<file path="src/rtl/lc3_mem_pkg.sv">
// ============================================================================
// lc3_mem_pkg : shared types and constants for the LC-3 memory responder
// Rev 1.0     : initial release
// ============================================================================
`default_nettype none

package lc3_mem_pkg;

  localparam int          LC3_WORD_W  = 16;
  localparam logic [15:0] LC3_IO_ADDR = 16'hFFFF;

  typedef enum logic [1:0] {
    IDLE    = 2'd0,
    ACCESS  = 2'd1,
    DONE    = 2'd2,
    RELEASE = 2'd3
  } mem_state_t;

endpackage

`default_nettype wire

</file>
<file path="src/rtl/mem_wait_counter.sv">
// ============================================================================
// mem_wait_counter : SRAM wait-state down counter (load, decrement, zero flag)
// Rev 1.0          : initial release
// ============================================================================
`default_nettype none

module mem_wait_counter #(
  parameter int WAIT_CYCLES = 2
) (
  input  logic clk,
  input  logic rst,
  input  logic i_load,
  input  logic i_dec,
  output logic o_zero
);

  localparam int            CW         = $clog2(WAIT_CYCLES + 1);
  localparam logic [CW-1:0] c_load_val = CW'(WAIT_CYCLES - 1);
  localparam logic [CW-1:0] c_one      = CW'(1);

  logic [CW-1:0] r_cnt;

  // Decrement saturates at zero so a stray dec can never wrap
  always_ff @(posedge clk) begin
    if (rst) begin
      r_cnt <= '0;
    end else if (i_load) begin
      r_cnt <= c_load_val;
    end else if (i_dec && (r_cnt != '0)) begin
      r_cnt <= r_cnt - c_one;
    end
  end

  assign o_zero = (r_cnt == '0);

endmodule

`default_nettype wire

</file>
<file path="src/rtl/lc3_mem_responder.sv">
// ============================================================================
// lc3_mem_responder : services LC-3 MAR/MDR requests from async SRAM or I/O port
// Rev 1.0           : initial release
// ============================================================================
`default_nettype none

module lc3_mem_responder
  import lc3_mem_pkg::*;
#(
  parameter int          WAIT_CYCLES = 2,
  parameter logic [15:0] IO_ADDR     = LC3_IO_ADDR,
  parameter int          SRAM_AW     = 20
) (
  input  logic                  Clk,
  input  logic                  Reset,
  input  logic                  MEM_RD,
  input  logic                  MEM_WR,
  input  logic [LC3_WORD_W-1:0] ADDR,
  input  logic [LC3_WORD_W-1:0] Data_from_CPU,
  output logic [LC3_WORD_W-1:0] Data_to_CPU,
  output logic                  R,
  input  logic [LC3_WORD_W-1:0] Switches,
  output logic [LC3_WORD_W-1:0] HEX_Data,
  output logic [SRAM_AW-1:0]    SRAM_ADDR,
  output logic                  SRAM_CE_N,
  output logic                  SRAM_OE_N,
  output logic                  SRAM_WE_N,
  output logic [LC3_WORD_W-1:0] SRAM_DQ_out,
  output logic                  SRAM_DQ_oe,
  input  logic [LC3_WORD_W-1:0] SRAM_DQ_in
);

  mem_state_t            r_state;
  logic [LC3_WORD_W-1:0] r_addr;
  logic [LC3_WORD_W-1:0] r_wdata;
  logic                  r_is_wr;
  logic [LC3_WORD_W-1:0] r_rdata;
  logic [LC3_WORD_W-1:0] r_hex;

  logic w_req;
  logic w_is_io;
  logic w_cnt_load;
  logic w_cnt_dec;
  logic w_cnt_zero;

  assign w_req      = MEM_RD | MEM_WR;
  assign w_is_io    = (ADDR == IO_ADDR);
  assign w_cnt_load = (r_state == IDLE) && w_req && !w_is_io;
  assign w_cnt_dec  = (r_state == ACCESS) && !w_cnt_zero;

  mem_wait_counter #(
    .WAIT_CYCLES (WAIT_CYCLES)
  ) u_wait_cnt (
    .clk    (Clk),
    .rst    (Reset),
    .i_load (w_cnt_load),
    .i_dec  (w_cnt_dec),
    .o_zero (w_cnt_zero)
  );

  always_ff @(posedge Clk) begin
    if (Reset) begin
      r_state <= IDLE;
      r_addr  <= '0;
      r_wdata <= '0;
      r_is_wr <= 1'b0;
      r_rdata <= '0;
      r_hex   <= '0;
    end else begin
      case (r_state)
        IDLE: begin
          if (w_req) begin
            r_addr  <= ADDR;
            r_wdata <= Data_from_CPU;
            r_is_wr <= MEM_WR;
            // I/O completes at the request edge itself, no wait states
            if (w_is_io) begin
              if (MEM_WR) r_hex   <= Data_from_CPU;
              else        r_rdata <= Switches;
              r_state <= DONE;
            end else begin
              r_state <= ACCESS;
            end
          end
        end
        ACCESS: begin
          if (w_cnt_zero) begin
            if (!r_is_wr) r_rdata <= SRAM_DQ_in;
            r_state <= DONE;
          end
        end
        DONE: begin
          r_state <= w_req ? RELEASE : IDLE;
        end
        RELEASE: begin
          // Hold here until the CPU drops its request level
          if (!w_req) r_state <= IDLE;
        end
        default: r_state <= IDLE;
      endcase
    end
  end

  always_comb begin
    R           = 1'b0;
    SRAM_ADDR   = '0;
    SRAM_CE_N   = 1'b1;
    SRAM_OE_N   = 1'b1;
    SRAM_WE_N   = 1'b1;
    SRAM_DQ_oe  = 1'b0;
    SRAM_DQ_out = '0;
    case (r_state)
      ACCESS: begin
        SRAM_ADDR = SRAM_AW'(r_addr);
        SRAM_CE_N = 1'b0;
        if (r_is_wr) begin
          SRAM_WE_N   = 1'b0;
          SRAM_DQ_oe  = 1'b1;
          SRAM_DQ_out = r_wdata;
        end else begin
          SRAM_OE_N = 1'b0;
        end
      end
      DONE:    R = 1'b1;
      default: ;
    endcase
  end

  assign Data_to_CPU = r_rdata;
  assign HEX_Data    = r_hex;

endmodule

`default_nettype wire
</file>
<file path="config.mk">
export PLATFORM = sky130hd
export DESIGN_NAME = lc3_mem_responder
export DESIGN_NICKNAME = d
export VERILOG_FILES = /design/src/rtl/lc3_mem_pkg.sv /design/src/rtl/mem_wait_counter.sv /design/src/rtl/lc3_mem_responder.sv
export SDC_FILE = /design/constraint.sdc
export NUM_CORES = 1
export LEC_CHECK = 0
export BUFFER_PORTS_ARGS = -buffer_cell sky130_fd_sc_hd__buf_4
export CORE_UTILIZATION = 36
export CTS_BUF_LIST = sky130_fd_sc_hd__clkbuf_8 sky130_fd_sc_hd__clkbuf_16
export DETAILED_ROUTE_END_ITERATION = 6
export MAX_ROUTING_LAYER = met4
export SLEW_MARGIN = 30
export SYNTH_ARGS = -nofsm -noshare
export SYNTH_HDL_FRONTEND = slang
export SYNTH_HIERARCHICAL = 1
export SYNTH_SLANG_ARGS = --single-unit
export TNS_END_PERCENT = 100
</file>
<file path="constraint.sdc">
create_clock -name Clk -period 5 [get_ports Clk]
set_clock_uncertainty 0.15 [all_clocks]
set_input_delay 1 -clock Clk [delete_from_list [all_inputs] [get_ports Clk]]
set_output_delay 1 -clock Clk [all_outputs]
set_load 0.05 [all_outputs]
</file>
# ---- Yosys cells after proc, flatten, opt, wreduce, memory -nomap -nowiden
# Index checks and enable logic that the tools add are counted.
dict set report op_classes {
  addsub 1
  n_eq_ne 10
  mux 24
  bitwise_logic 1
  reduce_logical 16
}
# op n
set op_table {}
lappend op_table {{$mux W16} 8}
lappend op_table {{$pmux W16 S2} 1}
lappend op_table {{$eq A16 B16 Y1 const B} 1}
lappend op_table {{$ne A2 B2 Y1 const B} 6}
lappend op_table {{$mux W2} 5}
lappend op_table {{$mux W1} 9}
lappend op_table {{$pmux W2 S4} 1}
lappend op_table {{$reduce_and A6 Y1} 1}
lappend op_table {{$reduce_bool A2 Y1} 3}
lappend op_table {{$eq A2 B2 Y1 const B} 2}
lappend op_table {{$logic_and A1 B1 Y1} 4}
lappend op_table {{$logic_not A2 Y1} 2}
lappend op_table {{$reduce_and A4 Y1} 1}
lappend op_table {{$reduce_and A3 Y1} 1}
lappend op_table {{$eq A2 B1 Y1 const B} 1}
lappend op_table {{$logic_not A1 Y1} 2}
lappend op_table {{$reduce_and A2 Y1} 1}
lappend op_table {{$reduce_or A2 Y1} 1}
lappend op_table {{$sub A2 B1 Y2 const B} 1}
lappend op_table {{$or A1 B1 Y1} 1}
dict set report totals {
  ff_bits 69
  in_bits 68
  out_inout_bits 73
}

# ---- Longest topological paths before layout
# Gate-level depths: netlist of run 1.
dict set report logic_depth {
  word_depth 6
  depth_mapped 8
}

# ---- Cells and area by module
# The synthesis of run 1 kept the hierarchy.
# module instances cells_per_inst area_per_inst_um2
set modules_own_cells {}
lappend modules_own_cells {lc3_mem_responder 1 361 3044.2}
lappend modules_own_cells {mem_wait_counter 1 11 123.9}

# ---- Worst setup path before layout of run 1
# No wires, ideal clock.
dict set report synth_timing {
  kind {reg2out}
  startpoint {register r_state[0]}
  endpoint {output SRAM_DQ_oe}
  arrival_time_ns 1.759
  t_required_ns 3.850
  path_slack_ns 2.091
  stages_incl_launch_ff 6
  path_buffers 2
  cell_sequence {dfxtp_1 nor2b_1 buf_2 clkbuf_1 nand2_1 inv_1}
}
dict set report synth_via {
  elab_chain_cells 2
}
# element line
set synth_rtl {}
lappend synth_rtl {{start, declared} lc3_mem_responder.sv:33} ;# mem_state_t r_state;
lappend synth_rtl {{start signal, assigned} lc3_mem_responder.sv:93} ;# r_state <= w_req ? RELEASE : IDLE;
lappend synth_rtl {{$eq A2 B1 Y1} lc3_mem_responder.sv:112} ;# case (r_state)
lappend synth_rtl {{$mux W1} lc3_mem_responder.sv:112}
lappend synth_rtl {{end, declared} lc3_mem_responder.sv:29} ;# output logic SRAM_DQ_oe,
# Every way passes these cells.

# ---- Worst setup path in the final report of run 1
dict set report layout_timing {
  startpoint {register r_state[0]}
  endpoint {output SRAM_DQ_out[15]}
}
dict set report layout_via {
  elab_chain_cells 2
}
# element line
set layout_rtl {}
lappend layout_rtl {{$eq A2 B1 Y1} lc3_mem_responder.sv:112}
lappend layout_rtl {{$mux W16} lc3_mem_responder.sv:112}
lappend layout_rtl {{end, declared} lc3_mem_responder.sv:28} ;# output logic [LC3_WORD_W-1:0] SRAM_DQ_out,
# Every way passes these cells.

==> flow_summary.html, run 1 <==
<table>
<tr><th>Metric</th><th>Value</th></tr>
<tr><th colspan="2">Timing</th></tr>
<tr><td>Final Max Slew Viols</td><td>0</td></tr>
<tr><td>Tightest Pin Transition</td><td>801 ps</td></tr>
<tr><td>Slew margin rel.</td><td>0.466</td></tr>
<tr><td>Final hold violation count</td><td>0</td></tr>
<tr><td>Min cycle time layout</td><td>3210 ps</td></tr>
<tr><td>Hold Worst Slack</td><td>300 ps</td></tr>
<tr><td>Final critical-path share of the clock period</td><td>0.643</td></tr>
<tr><td>RSZ-0062 raised after global routing</td><td>no</td></tr>
<tr><td>Setup TNS</td><td>0 ps</td></tr>
<tr><td>Achievable frequency</td><td>0.311 GHz</td></tr>
<tr><td>Setup-failing EPs final</td><td>0</td></tr>
<tr><th colspan="2">Cells and area</th></tr>
<tr><td># diodes</td><td>0</td></tr>
<tr><td>Fillers</td><td>839</td></tr>
<tr><td>Number of nets at the end of the flow</td><td>561</td></tr>
<tr><td>Most frequent cells in the layout</td><td>141 x sky130_fd_sc_hd__buf_4, 69 x sky130_fd_sc_hd__dfxtp_1, 67 x sky130_fd_sc_hd__nand2_1</td></tr>
<tr><td>Layout area overhead</td><td>39.4%</td></tr>
<tr><td>Most common library cell in the layout ignoring fill and taps</td><td>sky130_fd_sc_hd__buf_4</td></tr>
<tr><td>Layout cell share with drive strength beyond 1</td><td>0.362</td></tr>
<tr><th colspan="2">Critical path</th></tr>
<tr><td>CP max-delay cell</td><td>sky130_fd_sc_hd__dfxtp_1</td></tr>
<tr><td>Critical path launch point type</td><td>register</td></tr>
<tr><td>Most numerous cell on the critical path</td><td>sky130_fd_sc_hd__buf_4</td></tr>
<tr><td>Cells along the critical path</td><td>nor2b_4, buf_4, and3_1, buf_4</td></tr>
<tr><td>Top cell family by delay on the critical path</td><td>buffers and inverters</td></tr>
<tr><td>Crit path buf inv count</td><td>2</td></tr>
<tr><td>Arr. time, crit path</td><td>2060 ps</td></tr>
<tr><td>Type of the setup path with the least slack</td><td>reg2out</td></tr>
<tr><td>Maximum single-stage delay on the critical path</td><td>500 ps</td></tr>
<tr><td>Data required time of the critical path</td><td>3850 ps</td></tr>
<tr><td>Maximum fanout count along the critical path</td><td>49</td></tr>
<tr><td>Type of destination of the critical path</td><td>output port</td></tr>
<tr><th colspan="2">Synthesis</th></tr>
<tr><td>Proportion of synthesized chip area in sequential cells</td><td>0.436</td></tr>
<tr><td>Count of mapped cells out of synthesis</td><td>372</td></tr>
<tr><td>Post-synthesis simple-gate area fraction</td><td>0.222</td></tr>
<tr><td>Netlist area before placement</td><td>3170 um^2</td></tr>
<tr><td>Mean instance size in the synthesized netlist</td><td>8.52 um^2</td></tr>
<tr><td>Synthesized-area fraction occupied by xor and xnor cells</td><td>0</td></tr>
<tr><td>Largest family of logic cells by synthesized area</td><td>simple AND/OR/NAND/NOR gates</td></tr>
<tr><td>Compound-Gate Fraction of Synth Area</td><td>0.222</td></tr>
<tr><td>Proportion of synthesized area in mux cells</td><td>0.0506</td></tr>
<tr><td>Number of storage elements in the synthesis netlist</td><td>69</td></tr>
<tr><td>Warnings, synthesis</td><td>6</td></tr>
<tr><td>Fraction of the mapped netlist area in adder cells</td><td>0.00395</td></tr>
<tr><td>Count of unique library cells instantiated by Yosys</td><td>35</td></tr>
<tr><th colspan="2">Global route</th></tr>
<tr><td>Total routing resource utilization after global routing</td><td>0.194</td></tr>
<tr><td>Global-route wire length before repair</td><td>13.4 mm</td></tr>
<tr><td>Maximum number of pins on one net before global-route repair</td><td>70</td></tr>
<tr><td>Number of antenna violations at the first check in global routing</td><td>0</td></tr>
<tr><td>Vias in the first global route</td><td>2876</td></tr>
<tr><td>Total gr overflow</td><td>0</td></tr>
<tr><th colspan="2">Routing</th></tr>
<tr><td>First-iteration detailed-routing DRC count</td><td>128</td></tr>
<tr><td>Post-route ant nets</td><td>0</td></tr>
<tr><td>Total wire length</td><td>8.79 mm</td></tr>
<tr><td>Routed via count divided by cell count</td><td>5.11</td></tr>
<tr><td>Number of DRC violations after detailed routing</td><td>0</td></tr>
<tr><td>WL/cell</td><td>14.6 um</td></tr>
<tr><td>Drt first pass iters</td><td>4</td></tr>
<tr><td>Via count</td><td>3075</td></tr>
<tr><th colspan="2">Job</th></tr>
<tr><td>Total of max-cap violations</td><td>0</td></tr>
<tr><th colspan="2">Floorplan</th></tr>
<tr><td>Die ar.</td><td>9180 um^2</td></tr>
<tr><td>Initial Util</td><td>0.378</td></tr>
<tr><td>Die outline height</td><td>95.8 um</td></tr>
<tr><td>Floorplan core area</td><td>8380 um^2</td></tr>
<tr><td>Number of core rows</td><td>33</td></tr>
<tr><td>I/O pins</td><td>141</td></tr>
<tr><td>Overall die width</td><td>95.8 um</td></tr>
<tr><th colspan="2">Clock network</th></tr>
<tr><td>H-tree level count</td><td>3</td></tr>
<tr><td>Clock tree from TritonCTS</td><td>done</td></tr>
<tr><td>Number of sinks on the clock net</td><td>69</td></tr>
<tr><td>TritonCTS buffer count</td><td>9</td></tr>
<tr><td>Postcts setup bufs</td><td>0</td></tr>
<tr><td>Root Driver</td><td>sky130_fd_sc_hd__clkbuf_8</td></tr>
<tr><td>Hold_buf cts</td><td>0</td></tr>
<tr><td>Post_cts resized</td><td>0</td></tr>
<tr><td>Clock buffer depth</td><td>2</td></tr>
<tr><td>Clock network latency to the later pin of the worst-skew pair</td><td>320 ps</td></tr>
<tr><td>CTS clock-pin slew for the worst setup and hold paths</td><td>70 ps</td></tr>
<tr><th colspan="2">Placement</th></tr>
<tr><td>DP HPWL</td><td>5.97 mm</td></tr>
<tr><td>Total of buffers placed on input and output ports</td><td>136</td></tr>
<tr><td>GPL Wtd Cong</td><td>0.777</td></tr>
<tr><th colspan="2">Pwr</th></tr>
<tr><td>Peak supply drop</td><td>0.000135 V</td></tr>
<tr><td>Overall power</td><td>0.00143 W</td></tr>
<tr><td>Total power divided by cell area</td><td>324 nW/um^2</td></tr>
<tr><td>Cell leakage power</td><td>1.95 nW</td></tr>
<tr><th colspan="2">Status</th></tr>
<tr><td>Run status</td><td>completed</td></tr>
<tr><th colspan="2">Hold path</th></tr>
<tr><td>Min-delay worst type</td><td>reg2reg</td></tr>
</table>
-- path summary, 6_finish.rpt --
kind	endpoint	depth (start not counted)	startpoint	slack, ps
worst max-delay path	SRAM_DQ_out[15]	4	r_state[0]$_SDFFE_PP0P_	1790
worst min-delay path	r_addr[12]$_SDFFE_PP0N_	2	r_addr[12]$_SDFFE_PP0N_	300
worst max register to register	Data_to_CPU[3]$_SDFFE_PP0P_	5	r_state[1]$_SDFFE_PP0P_	2010
worst min register to register	r_addr[12]$_SDFFE_PP0N_	2	r_addr[12]$_SDFFE_PP0N_	300
-- worst register-to-register path, cell delays in order (launching register included) --
cell,delay [ps]
sky130_fd_sc_hd__dfxtp_1,620
sky130_fd_sc_hd__nor2b_4,110
sky130_fd_sc_hd__buf_4,330
sky130_fd_sc_hd__a21oi_2,670
sky130_fd_sc_hd__and3_1,800
sky130_fd_sc_hd__a211oi_1,160
-- logic make-up (layout without fill, tap and decap cells) --
kind of cell / Yosys count / in the layout
compound gates: 106 / 106
fa+ha+maj: 1 / 1
buf+inv: 41 / 163
flops: 69 / 69
mux: 16 / 16
other cells: 1 / 4
simple gates: 138 / 138
-- metal layers --
| layer | global-route usage | part of all wire |
|---|---|---|
| met1 | 0.249 | 0.46 |
| met2 | 0.313 | 0.45 |
| met3 | 0.0348 | 0.084 |
| met4 | 0.0572 | 0.0059 |
| met5 | - | 0 |
-- flip-flops by register name, summed over array words and instances, names as in the netlist --
signal	cells
r_addr	16
Data_to_CPU	16
HEX_Data	16
r_wdata	16
r_state	2
r_is_wr	1
u_wait_cnt/r_cnt	2
-- cells in the mapped netlist (all sizes together) --
library cell  number  area, um^2
and3b              1        8.76
o21ai             18        90.1
nand4              4        31.3
clkbuf            22        83.8
dfxtp             69        1380
nand3             16        80.1
nor3               2        10.0
and2              16         100
nor2b              2        12.5
and3              17         106
a31oi             16         100
a21oi             51         259
buf               14         103
nor4bb             1        10.0
a2111oi            1        27.5
a211oi            19         198
conb               1        3.75
nor2               6        22.5
mux2i             16         160
o41ai              1        27.5
nand2             67         251
or4                1        7.51
ha                 1        12.5
nor4               1        12.5
nand2b             2        12.5
nor3b              2        37.5
inv                5        18.8
-- area by class of cell --
class,count,area [um^2],area share
Clock buffer,13,179,0.0405
Clock inverter,3,17.5,0.00397
Inverter,5,18.8,0.00425
Multi-Input combinational cell,265,1620,0.366
Sequential cell,69,1380,0.313
Tap cell,105,131,0.0298
Timing Repair Buffer,142,1070,0.242
-- report_power, final --
| part | switching, W | leakage [nW] | total [W] | internal [W] |
|---|---|---|---|---|
| sequential | 0.0000283 | 0.565 | 0.000619 | 0.000591 |
| clock | 0.000202 | 0.101 | 0.000435 | 0.000233 |
| combinational | 0.000243 | 1.28 | 0.000375 | 0.000132 |
-- metrics by stage --
step	cells	cell area [um^2]	setup slack [ps]	util
after floorplan	375	3180	2090	-
after global placement	585	4210	1770	0.502
after detailed placement	585	4210	1720	0.502
after CTS	601	4400	1740	0.525
after global routing	602	4420	1640	0.527
final	602	4420	1790	0.527
(Power assumes the default switching activity.)
==> inputs of run 2 (changes only) <==
==> constraint.sdc (replaced) <==
create_clock -name Clk -period 3 [get_ports Clk]
set_clock_uncertainty 0.15 [all_clocks]
set_input_delay 0.6 -clock Clk [delete_from_list [all_inputs] [get_ports Clk]]
set_output_delay 0.6 -clock Clk [all_outputs]
set_load 0.05 [all_outputs]
==> flow_summary.html, run 2 (synthesized netlist as in run 1, its figures left out) <==
<table>
<tr><th>Metric</th><th>Value</th></tr>
<tr><th colspan="2">Status</th></tr>
<tr><td>Run status</td><td>completed</td></tr>
<tr><th colspan="2">Clock network</th></tr>
<tr><td>CTS clock-pin slew for the worst setup and hold paths</td><td>70 ps</td></tr>
<tr><td>Clock buffer depth</td><td>2</td></tr>
<tr><td>Clock network latency to the later pin of the worst-skew pair</td><td>340 ps</td></tr>
<tr><td>Hold_buf cts</td><td>0</td></tr>
<tr><td>Postcts setup bufs</td><td>0</td></tr>
<tr><td>Post_cts resized</td><td>0</td></tr>
<tr><td>TritonCTS buffer count</td><td>9</td></tr>
<tr><td>Clock tree from TritonCTS</td><td>done</td></tr>
<tr><td>Root Driver</td><td>sky130_fd_sc_hd__clkbuf_8</td></tr>
<tr><td>Number of sinks on the clock net</td><td>69</td></tr>
<tr><td>H-tree level count</td><td>3</td></tr>
<tr><th colspan="2">Timing</th></tr>
<tr><td>Achievable frequency</td><td>0.361 GHz</td></tr>
<tr><td>RSZ-0062 raised after global routing</td><td>no</td></tr>
<tr><td>Min cycle time layout</td><td>2770 ps</td></tr>
<tr><td>Final critical-path share of the clock period</td><td>0.924</td></tr>
<tr><td>Slew margin rel.</td><td>0.460</td></tr>
<tr><td>Setup-failing EPs final</td><td>0</td></tr>
<tr><td>Setup TNS</td><td>0 ps</td></tr>
<tr><td>Final hold violation count</td><td>0</td></tr>
<tr><td>Tightest Pin Transition</td><td>810 ps</td></tr>
<tr><td>Hold Worst Slack</td><td>300 ps</td></tr>
<tr><td>Final Max Slew Viols</td><td>0</td></tr>
<tr><th colspan="2">Cells and area</th></tr>
<tr><td># diodes</td><td>0</td></tr>
<tr><td>Layout cell share with drive strength beyond 1</td><td>0.366</td></tr>
<tr><td>Final standard cell count with taps included and fillers excluded</td><td>605</td></tr>
<tr><td>Most common library cell in the layout ignoring fill and taps</td><td>sky130_fd_sc_hd__buf_4</td></tr>
<tr><td>Fillers</td><td>832</td></tr>
<tr><td>Most frequent cells in the layout</td><td>145 x sky130_fd_sc_hd__buf_4, 69 x sky130_fd_sc_hd__dfxtp_1, 67 x sky130_fd_sc_hd__nand2_1</td></tr>
<tr><td>Non-Filler Cell Area, Final</td><td>4440 um^2</td></tr>
<tr><td>Number of nets at the end of the flow</td><td>564</td></tr>
<tr><td>Layout area overhead</td><td>40.0%</td></tr>
<tr><th colspan="2">Critical path</th></tr>
<tr><td>Flop-to-flop setup slack</td><td>600 ps</td></tr>
<tr><td>RR Endpoint</td><td>Data_to_CPU[6]$_SDFFE_PP0P_</td></tr>
<tr><td>Type of the setup path with the least slack</td><td>reg2out</td></tr>
<tr><td>Type of destination of the critical path</td><td>output port</td></tr>
<tr><td>Maximum fanout count along the critical path</td><td>28</td></tr>
<tr><td>Critical path launch point type</td><td>register</td></tr>
<tr><td>Beginning of the worst register-to-register path</td><td>r_state[1]$_SDFFE_PP0P_</td></tr>
<tr><td>Arr. time, crit path</td><td>2020 ps</td></tr>
<tr><td>Data required time of the critical path</td><td>2250 ps</td></tr>
<tr><td>Count of cells along the worst register-to-register path</td><td>5</td></tr>
<tr><th colspan="2">Job</th></tr>
<tr><td>Total of max-cap violations</td><td>0</td></tr>
<tr><th colspan="2">Placement</th></tr>
<tr><td>Dpl cell area</td><td>4240 um^2</td></tr>
<tr><td>DP HPWL</td><td>6.17 mm</td></tr>
<tr><td>Total of buffers placed on input and output ports</td><td>136</td></tr>
<tr><td>GPL Wtd Cong</td><td>0.727</td></tr>
<tr><td>Total instance count after detailed placement</td><td>589</td></tr>
<tr><th colspan="2">Hold path</th></tr>
<tr><td>Worst Hold End</td><td>r_addr[6]$_SDFFE_PP0N_</td></tr>
<tr><td>Worst Hold Depth</td><td>2</td></tr>
<tr><td>Min-delay worst type</td><td>reg2reg</td></tr>
<tr><td>Startpoint of the tightest hold check path</td><td>r_addr[6]$_SDFFE_PP0N_</td></tr>
<tr><th colspan="2">Global route</th></tr>
<tr><td>Maximum number of pins on one net before global-route repair</td><td>70</td></tr>
<tr><td>Vias in the first global route</td><td>2890</td></tr>
<tr><td>Total routing resource utilization after global routing</td><td>0.208</td></tr>
<tr><td>Global-route wire length before repair</td><td>14.3 mm</td></tr>
<tr><td>Total gr overflow</td><td>0</td></tr>
<tr><td>Number of antenna violations at the first check in global routing</td><td>0</td></tr>
<tr><th colspan="2">Pwr</th></tr>
<tr><td>Cell leakage power</td><td>1.96 nW</td></tr>
<tr><td>Total power divided by cell area</td><td>548 nW/um^2</td></tr>
<tr><td>Peak supply drop</td><td>0.000256 V</td></tr>
<tr><th colspan="2">Routing</th></tr>
<tr><td>WL/cell</td><td>14.9 um</td></tr>
<tr><td>Post-route ant nets</td><td>0</td></tr>
<tr><td>First-iteration detailed-routing DRC count</td><td>112</td></tr>
<tr><td>Via count</td><td>3121</td></tr>
<tr><td>Routed via count divided by cell count</td><td>5.16</td></tr>
<tr><td>Total wire length</td><td>9.04 mm</td></tr>
<tr><td>Number of DRC violations after detailed routing</td><td>0</td></tr>
<tr><td>Drt first pass iters</td><td>4</td></tr>
<tr><th colspan="2">Floorplan</th></tr>
<tr><td>Floorplan core area</td><td>8380 um^2</td></tr>
<tr><td>Number of core rows</td><td>33</td></tr>
<tr><td>Die ar.</td><td>9180 um^2</td></tr>
<tr><td>Die outline height</td><td>95.8 um</td></tr>
<tr><td>I/O pins</td><td>141</td></tr>
<tr><td>Initial Util</td><td>0.378</td></tr>
<tr><td>Overall die width</td><td>95.8 um</td></tr>
</table>
-- run 2: cell count changes in the layout (fill, tap and decap cells not counted) --
cell / change
sky130_fd_sc_hd__buf_4: +4
sky130_fd_sc_hd__clkbuf_8: -4
sky130_fd_sc_hd__bufinv_16: +1
sky130_fd_sc_hd__buf_6: -1
sky130_fd_sc_hd__clkinv_4: +1
sky130_fd_sc_hd__inv_6: +2
-- run 2: cell type report --
class	instances	area, um^2	area share
inverters	5	18.8	0.00423
multi-input cells	265	1620	0.365
repair buffers	145	1090	0.245
well taps	105	131	0.0296
clock buffers	9	124	0.0279
clock inverters	7	73.8	0.0166
flip-flops and latches	69	1380	0.311
-- run 2: stage by stage --
stage	utilization	power (W)	setup WS (ps)
after floorplan	-	0.00148	491
after global placement	0.506	0.00168	550
after detailed placement	0.506	0.00169	519
after CTS	0.529	0.00245	212
after global routing	0.529	0.00256	56.2
final	0.529	0.00243	229
-- run 2: worst max-delay path by stage --
stage                            startpoint                  endpoint  slack (ps)  cells after the start
global placement                    ADDR[5]  HEX_Data[0]$_SDFFE_PP0P_         550                      5
floorplan           r_state[0]$_SDFFE_PP0P_                SRAM_DQ_oe         490                      5
global route        r_state[0]$_SDFFE_PP0P_                SRAM_DQ_oe          60                      5
detailed placement                 ADDR[14]  HEX_Data[3]$_SDFFE_PP0P_         520                      5
CTS                 r_state[0]$_SDFFE_PP0P_           SRAM_DQ_out[13]         210                      4
finish              r_state[0]$_SDFFE_PP0P_           SRAM_DQ_out[13]         230                      4
-- run 2: worst max-delay path, stage by stage, from the launching register on --
cell and delay (ps):
sky130_fd_sc_hd__dfxtp_1 510, sky130_fd_sc_hd__nor2b_4 400, sky130_fd_sc_hd__buf_4 340, sky130_fd_sc_hd__and3_1 210
sky130_fd_sc_hd__buf_4 200
-- run 2: metal layers --
layer | share of wire | track usage | wire [um] | vias to the layer above
met4 | 0.0086 | 0.0672 | 78 | 0
met3 | 0.078 | 0.0442 | 703 | 6
met1 | 0.45 | 0.268 | 4070 | 1450
met5 | 0 | - | 0 | -
met2 | 0.46 | 0.326 | 4180 | 120
li1 | - | - | - | 1545
-- run 2: power by group --
| group | switching [W] | leakage (nW) | internal, W |
|---|---|---|---|
| clock | 0.000378 | 0.100 | 0.000388 |
| combinational | 0.000406 | 1.30 | 0.000226 |
| sequential | 0.0000499 | 0.565 | 0.000984 |
